### config.mk
export PLATFORM = sky130hd
export DESIGN_NAME = shift_pipe_unit
export DESIGN_NICKNAME = d
export VERILOG_FILES = /design/src/rtl/shift_pipe_unit.sv
export SDC_FILE = /design/constraint.sdc
export NUM_CORES = 1
export LEC_CHECK = 0
export ABC_AREA = 1
export CAP_MARGIN = 30
export CORE_UTILIZATION = 50
export CTS_CLUSTER_DIAMETER = 150
export DETAILED_ROUTE_END_ITERATION = 8
export MAX_ROUTING_LAYER = met4
export PLACE_DENSITY = 0.71
export SLEW_MARGIN = 20
export SYNTH_ARGS = -nofsm -noshare
export SYNTH_HDL_FRONTEND = slang
export SYNTH_SLANG_ARGS = --single-unit
### constraint.sdc
create_clock -name clk -period 3.75 [get_ports clk]
set_input_delay 0.75 -clock clk [delete_from_list [all_inputs] [get_ports clk]]
set_output_delay 0.75 -clock clk [all_outputs]
set_load 0.1 [all_outputs]
### src/rtl/shift_pipe_unit.sv
// rtl/shift_pipe_unit.sv - pipelined barrel shifter/rotator, one stage per shift level, valid/ready handshake
module shift_pipe_unit #(
  parameter  int WIDTH = 16,
  parameter  int TAG_W = 4,
  localparam int CNT_W = $clog2(WIDTH)
) (
  input  logic             clk,
  input  logic             rst_n,
  input  logic             in_valid,
  output logic             in_ready,
  input  logic [WIDTH-1:0] in_data,
  input  logic [CNT_W-1:0] in_count,
  input  logic [2:0]       in_op,
  input  logic [TAG_W-1:0] in_tag,
  output logic             out_valid,
  input  logic             out_ready,
  output logic [WIDTH-1:0] out_data,
  output logic [TAG_W-1:0] out_tag
);

  localparam logic [2:0] OP_ROL = 3'b000;
  localparam logic [2:0] OP_SLL = 3'b001;
  localparam logic [2:0] OP_ROR = 3'b010;
  localparam logic [2:0] OP_SRL = 3'b011;
  localparam logic [2:0] OP_SRA = 3'b100;

  logic [CNT_W-1:0] valid_q, valid_d;
  logic [CNT_W-1:0] sign_q, sign_d;
  logic [WIDTH-1:0] data_q [CNT_W];
  logic [WIDTH-1:0] data_d [CNT_W];
  logic [CNT_W-1:0] cnt_q  [CNT_W];
  logic [CNT_W-1:0] cnt_d  [CNT_W];
  logic [2:0]       op_q   [CNT_W];
  logic [2:0]       op_d   [CNT_W];
  logic [TAG_W-1:0] tag_q  [CNT_W];
  logic [TAG_W-1:0] tag_d  [CNT_W];
  logic [CNT_W-1:0] adv;

  // One shift level of n bits; sgn is the operand MSB latched at capture, used as SRA fill.
  function automatic logic [WIDTH-1:0] shift_level(input logic [WIDTH-1:0] d, input logic [2:0] op,
                                                   input logic sgn, input int n);
    logic [WIDTH-1:0] ones;
    logic [WIDTH-1:0] r;
    ones = '1;
    case (op)
      OP_ROL:  r = (d << n) | (d >> (WIDTH - n));
      OP_SLL:  r = d << n;
      OP_ROR:  r = (d >> n) | (d << (WIDTH - n));
      OP_SRL:  r = d >> n;
      OP_SRA:  r = (d >> n) | (sgn ? ~(ones >> n) : '0);
      default: r = d;
    endcase
    return r;
  endfunction

  // Advance chain from the output back to s0: a stage moves when empty or when its successor moves.
  always_comb begin
    adv = '0;
    adv[CNT_W-1] = out_ready || !valid_q[CNT_W-1];
    for (int k = CNT_W - 2; k >= 0; k--) begin
      adv[k] = !valid_q[k] || adv[k+1];
    end
  end

  assign in_ready  = adv[0];
  assign out_valid = valid_q[CNT_W-1];
  assign out_data  = data_q[CNT_W-1];
  assign out_tag   = tag_q[CNT_W-1];

  // Next state per stage: load the predecessor (inputs for s0) with level 2^k applied, else hold.
  always_comb begin
    logic             s_valid;
    logic             s_sign;
    logic [WIDTH-1:0] s_data;
    logic [CNT_W-1:0] s_cnt;
    logic [2:0]       s_op;
    logic [TAG_W-1:0] s_tag;
    valid_d = valid_q;
    sign_d  = sign_q;
    for (int k = 0; k < CNT_W; k++) begin
      data_d[k] = data_q[k];
      cnt_d[k]  = cnt_q[k];
      op_d[k]   = op_q[k];
      tag_d[k]  = tag_q[k];
    end
    s_valid = in_valid;
    s_sign  = in_data[WIDTH-1];
    s_data  = in_data;
    s_cnt   = (in_op > OP_SRA) ? '0 : in_count;
    s_op    = in_op;
    s_tag   = in_tag;
    for (int k = 0; k < CNT_W; k++) begin
      if (adv[k]) begin
        valid_d[k] = s_valid;
        sign_d[k]  = s_sign;
        data_d[k]  = s_cnt[k] ? shift_level(s_data, s_op, s_sign, 1 << k) : s_data;
        cnt_d[k]   = s_cnt;
        op_d[k]    = s_op;
        tag_d[k]   = s_tag;
      end
      s_valid = valid_q[k];
      s_sign  = sign_q[k];
      s_data  = data_q[k];
      s_cnt   = cnt_q[k];
      s_op    = op_q[k];
      s_tag   = tag_q[k];
    end
  end

  // Stage registers; reset discards everything in flight.
  always_ff @(posedge clk or negedge rst_n) begin
    if (!rst_n) begin
      valid_q <= '0;
      sign_q  <= '0;
      for (int k = 0; k < CNT_W; k++) begin
        data_q[k] <= '0;
        cnt_q[k]  <= '0;
        op_q[k]   <= '0;
        tag_q[k]  <= '0;
      end
    end else begin
      valid_q <= valid_d;
      sign_q  <= sign_d;
      for (int k = 0; k < CNT_W; k++) begin
        data_q[k] <= data_d[k];
        cnt_q[k]  <= cnt_d[k];
        op_q[k]   <= op_d[k];
        tag_q[k]  <= tag_d[k];
      end
    end
  end

endmodule

==> qor.yml <==
cells_and_area:
  antenna_cells: 0
  stdcell_count: 991
  drive_above_1_share: 0.0740
  final_cell_mix: "nand2_1, dfrtp_1, nor2_1"
  multi_input_area_um2: 2500
  final_common_cell: "nand2_1"
  fin_util: 0.585
  nFillCells: 1073
  nets: 878
  design_area_um2: 6450
  syn_to_final_growth_pct: 12.1
  seqCellArea_um2: 2550
floorplanning:
  rows: 38
  core_um2: 11000
  die_w_um: 109
  die_y_um: 109
  initial_utilization: 0.522
  ios: 53
  die_area_um2: 11900
critical_path:
  crit_path_max_fanout: 31
  critPathMaxStageDelay_ns: 0.49
  path_class: "primary input to output pin"
  cp_num_cells: 7
  r2r_slack_ns: 1.59
  required_ns: 3.00
  path_delay_family: "buffers and inverters"
  timing.rr.end: "out_data[2]$_DFFE_PN0P_"
  path_buf_inv: 4
  ff2ff_path_depth: 6
  cp_data_arrival_time_ns: 2.05
  reg2reg_from: "op_q[4]$_DFFE_PN0P_"
  start_kind: "primary input"
  crit_path_end_kind: "output pin"
  crit_chain: "clkdlybuf4s50_1 -> inv_1 -> nand2_1 -> nor2_4 -> nand3_1 -> buf_4 -> buf_12"
  crit_slowest_cell: "clkdlybuf4s50_1"
drt:
  drtPass1Iterations: 5
  wire_per_inst_um: 12.4
  dr.first_iter.drc_count: 328
  wl_um: 12300
  drc: 0
  viasPerCell: 4.96
  num_vias: 4914
  detail-route-antenna-nets: 0
synth:
  netlist.area_leader.share: 0.444
  synth-seq-area-share: 0.444
  synth.area.top_cells: "dfrtp_1, nand2_1, nor2_1, inv_1, nand3_1"
  syn-instance-count: 835
  yosys.area.top_type: "dfrtp_1"
  syn-cell-area_um2: 5750
  synth_edf_count: 0
  ys_types: 24
  synth_seq_cells: 102
  avgSynthCellArea_um2: 6.89
  ys_async_sr_fraction: 1.00
  yosys_warnings: 0
  synth-main-ff-cell: "dfrtp_1"
  synth_nets: 866
sta:
  rsz0062_at_grt: "no"
  fin_crit_ns: 2.80
  fmax_mhz: 357
  tightestPinTransition_ns: 0.985
  skew_ns: 0.00975
  setup_tns_ns: 0
  final_hold_viol_count: 0
  relSlewSlack: 0.341
  fin_crit_sh: 0.747
  slew_violations: 0
  finalSetupViolCount: 0
placement:
  hpwl_um: 8720
  numPortBuffers: 52
  dp_cells: 976
  placed_area_um2: 6150
  gp_congestion: 0.856
clock_tree:
  cts_made_buffers: 9
  cts_resized: 0
  cts_buffer_depth: 2
  clockRootBuffer: "clkbuf_16"
  cts-htree-levels: 3
  clk_pin_slew_ns: 0.07
  cts_tree: "yes"
  cts_setup_buffers: 0
  worstSkewPairLatency_ns: 0.35
  cts_sinks: 102
  cts_hold_buf: 0
power_and_ir_drop:
  p_leak_nw: 3.35
  finalPower_mw: 4.29
  power_density_nw_per_um2: 665
  vdd_drop_max_v: 0.000733
global_route:
  grt_pass1_vias: 4617
  antenna_found_initial: 0
  grt_overflow: 0
  track_usage: 0.235
  grt_max_degree: 61
  grt_pass1_wl_um: 21500
min_path:
  hold_path_class: "primary input to async pin"
status:
  status: "finished, final reports clean"
run:
  drv_cap: 0
[flip-flops by register name (all words and copies together) (netlist names)]
register  cells
out_data     16
valid_q       4
cnt_q         6
sign_q        3
out_tag       4
data_q       48
tag_q        12
op_q          9
[logic make-up (layout without fill, tap and decap cells)]
| family | count (synthesis) | count (layout) | synth area share |
|---|---|---|---|
| AOI/OAI and AO/OA | 99 | 99 | 0.0935 |
| buffers and inverters | 148 | 164 | 0.121 |
| DFF | 102 | 102 | 0.444 |
| and+or+nand+nor | 486 | 486 | 0.342 |
[worst max-delay path by stage]
stage / endpoint / start / slack [ns]
3_5_place_dp: data_q[39]$_DFFE_PN0P_ / out_ready / 0.93
4_1_cts: in_ready / out_ready / 0.94
3_3_place_gp: in_ready / out_ready / 0.94
2_1_floorplan: in_ready / valid_q[3]$_DFFE_PN0P_ / 1.19
6_report: in_ready / out_ready / 0.95
5_1_grt: in_ready / out_ready / 0.85
[stage by stage]
| step | hold slack, ns | setup WS, ns |
|---|---|---|
| after floorplan | 0.442 | 1.19 |
| after global placement | 0.457 | 0.938 |
| after detailed placement | 0.458 | 0.929 |
| after CTS | 0.476 | 0.942 |
| after global routing | 0.492 | 0.849 |
| final | 0.468 | 0.947 |
[where the power goes]
| part | internal (mW) | switching (mW) |
|---|---|---|
| registers | 1.38 | 0.217 |
| logic | 0.467 | 1.28 |
| clock network | 0.539 | 0.414 |
| total | 2.39 | 1.91 |
[cell usage after synthesis, types with 3 or more instances]
master / n
nand3_1: 43
nor2_2: 13
clkinv_1: 5
buf_4: 28
nor2_4: 3
nand2_1: 315
o21ai_1: 27
buf_2: 18
inv_2: 15
nor2_1: 101
a21oi_1: 22
dfrtp_1: 102
o21bai_1: 8
o21ai_0: 40
nand2_2: 3
clkbuf_1: 7
inv_1: 71
[cell type report]
type | instances | share of cell area
Clock inverter | 5 | 0.0101
Clock buffer | 10 | 0.0371
Inverter | 91 | 0.0530
Tap cell | 140 | 0.0272
Sequential cell | 102 | 0.396
Timing Repair Buffer | 58 | 0.0888
Multi-Input combinational cell | 585 | 0.388
[routing by layer]
layer | vias to the layer above | track usage | part of all wire
li1 | 2562 | - | -
met1 | 2218 | 0.295 | 0.47
met2 | 116 | 0.383 | 0.47
met3 | 18 | 0.0317 | 0.034
met4 | 0 | 0.0952 | 0.025
met5 | - | - | 0
[worst reg2reg max path: stages, from the launching register on]
cell and delay [ns]:
dfrtp_1 0.50, nor2_1 0.65, nor2_1 0.11, nor2_2 0.49, nand2_1 0.10, nand3_1 0.14
nand2_1 0.07
Power figures use the tool's default switching activity.
